==> config.mk <==
export PLATFORM = sky130hd
export DESIGN_NAME = snn_if_layer
export DESIGN_NICKNAME = d
export VERILOG_FILES = /design/src/rtl/snn_if_layer.sv
export SDC_FILE = /design/constraint.sdc
export NUM_CORES = 1
export LEC_CHECK = 0
export CAP_MARGIN = 10
export CORE_MARGIN = 4
export CORE_UTILIZATION = 45
export CTS_CLUSTER_SIZE = 8
export DETAILED_ROUTE_END_ITERATION = 12
export GPL_TIMING_DRIVEN = 0
export MAX_ROUTING_LAYER = met4
export PLACE_DENSITY_LB_ADDON = 0.15
export SYNTH_ARGS = -nofsm -noshare
export SYNTH_HDL_FRONTEND = slang
export SYNTH_SLANG_ARGS = --single-unit
==> constraint.sdc <==
create_clock -name clk -period 9.9 [get_ports clk]
set_input_delay 1.98 -clock clk [delete_from_list [all_inputs] [get_ports clk]]
set_output_delay 1.98 -clock clk [all_outputs]
set_load 0.02 [all_outputs]
==> src/rtl/snn_if_layer.sv <==
// snn_if_layer: integrate-and-fire spiking layer with N_OUT neurons fully connected to N_IN binary inputs.
// A timestep pulse latches the input spikes. The layer then walks the inputs one per clock,
// accumulating weights for all neurons in parallel, and finally updates and thresholds each membrane.
// Optional feature macro: SNN_LEAK_EN. When defined, the update applies the leak v - (v >>> LEAK_SHIFT).
module snn_if_layer #(
    parameter int unsigned N_IN       = 5,
    parameter int unsigned N_OUT      = 2,
    parameter int unsigned W_W        = 8,
    parameter int unsigned POT_W      = 16,
    parameter int unsigned THRESH     = 64,
    parameter int unsigned LEAK_SHIFT = 3
) (
    input  logic                        clk,
    input  logic                        reset,
    input  logic                        pulse,
    input  logic [N_IN-1:0]             pixels_in,
    input  logic [N_OUT*N_IN*W_W-1:0]   weights_in,
    input  logic [N_OUT*W_W-1:0]        bias_in,
    output logic [N_OUT-1:0]            spike,
    output logic                        spike_valid,
    output logic                        busy,
    output logic                        overrun
);

    localparam int unsigned K_W   = (N_IN > 1) ? $clog2(N_IN) : 1;
    localparam int unsigned SUM_W = POT_W + 2;

    localparam logic [K_W-1:0]          K_LAST   = K_W'(N_IN - 1);
    localparam logic signed [SUM_W-1:0] POT_MAX  = {2'b00, 1'b0, {(POT_W-1){1'b1}}};
    localparam logic signed [SUM_W-1:0] POT_MIN  = {2'b11, 1'b1, {(POT_W-1){1'b0}}};
    localparam logic signed [POT_W-1:0] THRESH_V = POT_W'(THRESH);

    // Reject parameter sets that would let the accumulator or threshold overflow.
    if ((POT_W < W_W + $clog2(N_IN) + 1) || (THRESH == 0) ||
        (longint'(THRESH) >= (longint'(1) << (POT_W - 1))) || (LEAK_SHIFT >= POT_W))
    begin : g_param_check
        $error("snn_if_layer: illegal parameter set");
    end

    typedef enum logic [1:0] {
        S_IDLE,
        S_ACC,
        S_UPDATE
    } state_t;

    state_t                    state_q;
    logic [N_IN-1:0]           shadow_q;
    logic [K_W-1:0]            k_q;
    logic signed [POT_W-1:0]   acc_q [N_OUT];
    logic signed [POT_W-1:0]   v_q   [N_OUT];
    logic [N_OUT-1:0]          spike_q;
    logic                      spike_valid_q;
    logic                      busy_q;
    logic                      overrun_q;

    logic signed [W_W-1:0]     w_cur [N_OUT];
    logic signed [W_W-1:0]     b_cur [N_OUT];
    logic signed [POT_W-1:0]   acc_d [N_OUT];
    logic signed [SUM_W-1:0]   v_base [N_OUT];
    logic signed [SUM_W-1:0]   v_sum  [N_OUT];
    logic signed [POT_W-1:0]   v_sat  [N_OUT];
    logic signed [POT_W-1:0]   v_d    [N_OUT];
    logic [N_OUT-1:0]          fire_d;

    // Select the live weight for the current input index and the bias of each neuron.
    always_comb begin
        for (int j = 0; j < N_OUT; j++) begin
            w_cur[j] = weights_in[(j*N_IN + int'(k_q))*W_W +: W_W];
            b_cur[j] = bias_in[j*W_W +: W_W];
        end
    end

    // Accumulate the current input's weight when its latched spike is set.
    always_comb begin
        for (int j = 0; j < N_OUT; j++) begin
            acc_d[j] = acc_q[j];
            if (shadow_q[k_q]) begin
                acc_d[j] = acc_q[j] + POT_W'(w_cur[j]);
            end
        end
    end

    // Membrane update: optional leak, add accumulator and bias, saturate, threshold with subtractive reset.
    always_comb begin
        for (int j = 0; j < N_OUT; j++) begin
`ifdef SNN_LEAK_EN
            v_base[j] = SUM_W'(v_q[j]) - SUM_W'(v_q[j] >>> LEAK_SHIFT);
`else
            v_base[j] = SUM_W'(v_q[j]);
`endif
            v_sum[j] = v_base[j] + SUM_W'(acc_d[j]) + SUM_W'(b_cur[j]);
            if (v_sum[j] > POT_MAX) begin
                v_sat[j] = POT_W'(POT_MAX);
            end else if (v_sum[j] < POT_MIN) begin
                v_sat[j] = POT_W'(POT_MIN);
            end else begin
                v_sat[j] = POT_W'(v_sum[j]);
            end
            fire_d[j] = (v_sat[j] >= THRESH_V);
            v_d[j]    = fire_d[j] ? (v_sat[j] - THRESH_V) : v_sat[j];
        end
    end

    // Control FSM and datapath registers. The membrane update is registered on the
    // last ACC edge, so UPDATE is the cycle in which the new spike vector is presented.
    always_ff @(posedge clk or posedge reset) begin
        if (reset) begin
            state_q       <= S_IDLE;
            shadow_q      <= '0;
            k_q           <= '0;
            spike_q       <= '0;
            spike_valid_q <= 1'b0;
            busy_q        <= 1'b0;
            overrun_q     <= 1'b0;
            for (int j = 0; j < N_OUT; j++) begin
                acc_q[j] <= '0;
                v_q[j]   <= '0;
            end
        end else begin
            spike_valid_q <= 1'b0;
            if (pulse && (state_q != S_IDLE)) begin
                overrun_q <= 1'b1;
            end
            case (state_q)
                S_IDLE: begin
                    if (pulse) begin
                        shadow_q <= pixels_in;
                        k_q      <= '0;
                        busy_q   <= 1'b1;
                        state_q  <= S_ACC;
                        for (int j = 0; j < N_OUT; j++) begin
                            acc_q[j] <= '0;
                        end
                    end
                end
                S_ACC: begin
                    k_q <= k_q + K_W'(1);
                    for (int j = 0; j < N_OUT; j++) begin
                        acc_q[j] <= acc_d[j];
                    end
                    if (k_q == K_LAST) begin
                        for (int j = 0; j < N_OUT; j++) begin
                            v_q[j] <= v_d[j];
                        end
                        spike_q       <= fire_d;
                        spike_valid_q <= 1'b1;
                        state_q       <= S_UPDATE;
                    end
                end
                S_UPDATE: begin
                    busy_q  <= 1'b0;
                    state_q <= S_IDLE;
                end
                default: begin
                    busy_q  <= 1'b0;
                    state_q <= S_IDLE;
                end
            endcase
        end
    end

    assign spike       = spike_q;
    assign spike_valid = spike_valid_q;
    assign busy        = busy_q;
    assign overrun     = overrun_q;

endmodule

==> summary.md <==
| Metric | Value |
|---|---|
| Register-to-Register Setup Slack | `0.59 ns` |
| CTS tree | `done` |
| Area share of the largest cell type after synthesis | `21.9%` |
| PortBufs | `108` |
| Max-slew violation count | `0` |
| I/O Pins | `109` |
| Largest family of logic cells by synthesized area | `compound AO/OA/AOI/OAI gates` |
| Critical path launch point type | `primary input` |
| Routed vias/inst | `5.80` |
| Multiplexer area fraction after synthesis | `9.00%` |
| Post-DP HPWL | `21800 um` |
| Synth Area per Inst | `8.20 um^2` |
| Worst-path clk slew | `0.06 ns` |
| Remaining DRCs | `0` |
| Setup crit end | `v_base[7]$_DFFE_PP0P_` |
| Largest stage delay, worst path | `0.60 ns` |
| Worst Max-Slew Pin Slew | `0.871 ns` |
| Latest clock arrival within the worst-skew pair | `0.35 ns` |
| Compound-cell area share of the yosys netlist | `22.9%` |
| RePlAce Congestion | `0.902` |
| Hold WS | `0.469 ns` |
| Synth Warn # | `0` |
| Max cap viols | `0` |
| Yosys reg bits | `79` |
| Core region area | `19600 um^2` |
| Final min period | `9.62 ns` |
| Fin. Hold Viols | `0` |
| Die area | `22400 um^2` |
| Syn_nets | `1310` |
| Setup CP Type | `in2reg` |
| CP max stage cell | `or4b_2` |
| Arrival time at the worst endpoint | `9.85 ns` |
| 1st-iter DRT viols | `623` |
| Synth Area in Simple Gates | `16.4%` |
| Largest net degree at the start of global routing | `57` |
| Mapped Cells | `1102` |
| First-pass GRT wire length | `43400 um` |
| Setup TNS | `0 ns` |
| Reg2reg start | `k_q[0]$_DFFE_PP0P_` |
| Row Count | `51` |
| Final setup fails | `0` |
| Critical Path RT | `10.13 ns` |
| DR vias | `8724` |
| Die height | `150 um` |
| First-pass detailed-route iteration total | `5` |
| Final #Nets | `1443` |
| Fraction of layout cells with a size suffix above 1 | `10.9%` |
| WL per Instance | `18.7 um` |
| Status | `completed` |
| Yosys cell types | `71` |
| Hold path depth | `1` |
| Final clock skew | `0.0115 ns` |
| Routed Antenna Nets | `0` |
| Async set-reset flop share out of synthesis | `100%` |
| Root Buffer Master | `clkbuf_16` |
| Initial antenna violation count | `0` |
| Inserted Clock Buffers | `9` |
| Hold crit path type | `reg2reg` |
| Top-count cell post-synth | `inv_1` |
| All-Layer GR Usage | `25.1%` |
| Max-slew headroom | `41.9%` |
| Antenna Diode Count | `0` |
| Post-synth EDFFs | `0` |
| Vias in the first global route | `8331` |
| Synth area leader | `dfrtp_1` |
| Synth top area cells | `dfrtp_1 22%, ha_1 9.4%, fa_1 8.0%` |
| Synth Flop Type | `dfrtp_1` |
| Worst R2R Path Depth | `35` |
| Post-route clock period utilization | `97.2%` |
| GRT overflow | `0` |
| Worst setup path start | `weights_in[47]` |
| Layout area overhead | `24.1%` |
| H-tree depth | `3` |
| CTS Sinks | `79` |
| Commonest cells post-synth | `128 x inv_1, 93 x a21oi_1, 91 x nand2_1, 80 x nor2_1, 79 x dfrtp_1` |
| Mapped Area | `9040 um^2` |
| Max Freq | `0.104 GHz` |
| Worst reg2reg path endpoint | `v_base[7]$_DFFE_PP0P_` |
| Post-Synth Adder-Cell Area | `17.4%` |
| CP Max Fanout | `10` |
| Synth Area in XOR/XNOR | `5.23%` |
| Total length of routed wires | `28100 um` |
| Sequential share of the synthesized area | `21.9%` |
| Max Root-Sink Buffers | `2` |
| Starting Density | `46.1%` |
| Worst setup EP type | `flip-flop` |
| Die Span X | `150 um` |
[sequential cells by signal, indices dropped and copies added (netlist names)]
| register | flops |
|---|---|
| overrun | 1 |
| shadow_q | 5 |
| spike_valid | 1 |
| busy | 1 |
| state_q | 2 |
| k_q | 3 |
| acc_q | 32 |
| spike | 2 |
| v_base | 32 |
[worst min-delay path by stage]
stage | start | end | slack, ns
floorplan | shadow_q[0]$_DFFE_PP0P_ | shadow_q[0]$_DFFE_PP0P_ | 0.44
detailed placement | overrun$_DFFE_PP0P_ | overrun$_DFFE_PP0P_ | 0.45
CTS | overrun$_DFFE_PP0P_ | overrun$_DFFE_PP0P_ | 0.47
global placement | overrun$_DFFE_PP0P_ | overrun$_DFFE_PP0P_ | 0.45
finish | overrun$_DFFE_PP0P_ | overrun$_DFFE_PP0P_ | 0.47
global route | overrun$_DFFE_PP0P_ | overrun$_DFFE_PP0P_ | 0.51
[worst max-delay path: cells and delay by family]
kind                       cells  cell delay (ns)
xor gates and xnor gates       1             0.16
AOI/OAI and AO/OA             13             3.48
and+or+nand+nor                8             1.56
adders and majority gates      4             1.33
muxes                          2             0.58
buffers and inverters          4             0.76
[cells in the final DEF (no fill, tap or decap), drive strengths merged, types with 10 or more instances in the layout]
| cell | instances |
|---|---|
| inv | 129 |
| clkdlybuf4s50 | 108 |
| a21oi | 93 |
| nand2 | 91 |
| nor2 | 82 |
| dfrtp | 79 |
| o21ai | 75 |
| ha | 68 |
| clkbuf | 43 |
| nand3 | 38 |
| fa | 36 |
| xnor2 | 35 |
| mux2i | 34 |
| buf | 26 |
| nor3 | 24 |
| xor2 | 19 |
| a21o | 18 |
| mux4 | 16 |
| a211oi | 15 |
| a31oi | 14 |
| o22ai | 14 |
| o21bai | 13 |
| and2 | 10 |
| o211ai | 10 |
| mux2 | 10 |
| or3 | 10 |
[through the flow]
stage               setup WS, ns  instance area [um^2]  utilization (%)  cells
floorplan                  0.880                  9040                -   1102
global placement           -1.06                 10500             53.4   1475
detailed placement         -1.08                 10500             53.5   1476
CTS                      0.00221                 10900             55.7   1495
global route             -0.0526                 11200             57.3   1505
finish                     0.278                 11200             57.3   1505
[logic make-up after synthesis]
kind of cell / after synthesis
DFF: 79
adders and majority gates: 104
muxes: 60
AOI/OAI and AO/OA: 322
buffers and inverters: 173
and+or+nand+nor: 310
xor gates and xnor gates: 54
[layer usage]
layer  routed length (um)  share of wire, %  up-vias  GRT usage, %
met5                    0                 0        -             -
met4                  903               3.2        0          8.69
met3                 1990               7.1       50          4.48
met2                12600                45      298          39.8
met1                12600                45     4181          32.7
li1                     -                 -     4195             -
[what timing repair did]
item / in CTS / in global routing
endpoints found under the hold margin: 0 / 0
pin swaps: 5 / 16
gates resized for setup: 23 / 56
hold buffers: 0 / 0
buffers inserted: 4 / 10
setup endpoints to repair: 22 / 22
[final cells by class]
class / count / area (um^2)
plain buffers: 44 / 175
clock buffers: 10 / 229
clock inverters: 6 / 68.8
fillers: 1830 / 8370
inverters: 128 / 483
multi-input cells: 850 / 6740
flip-flops and latches: 79 / 1980
well taps: 265 / 332
repair buffers: 123 / 1210
Power is not shown: default switching activity piles up to over one toggle a cycle in this logic, so the estimate is an artifact.
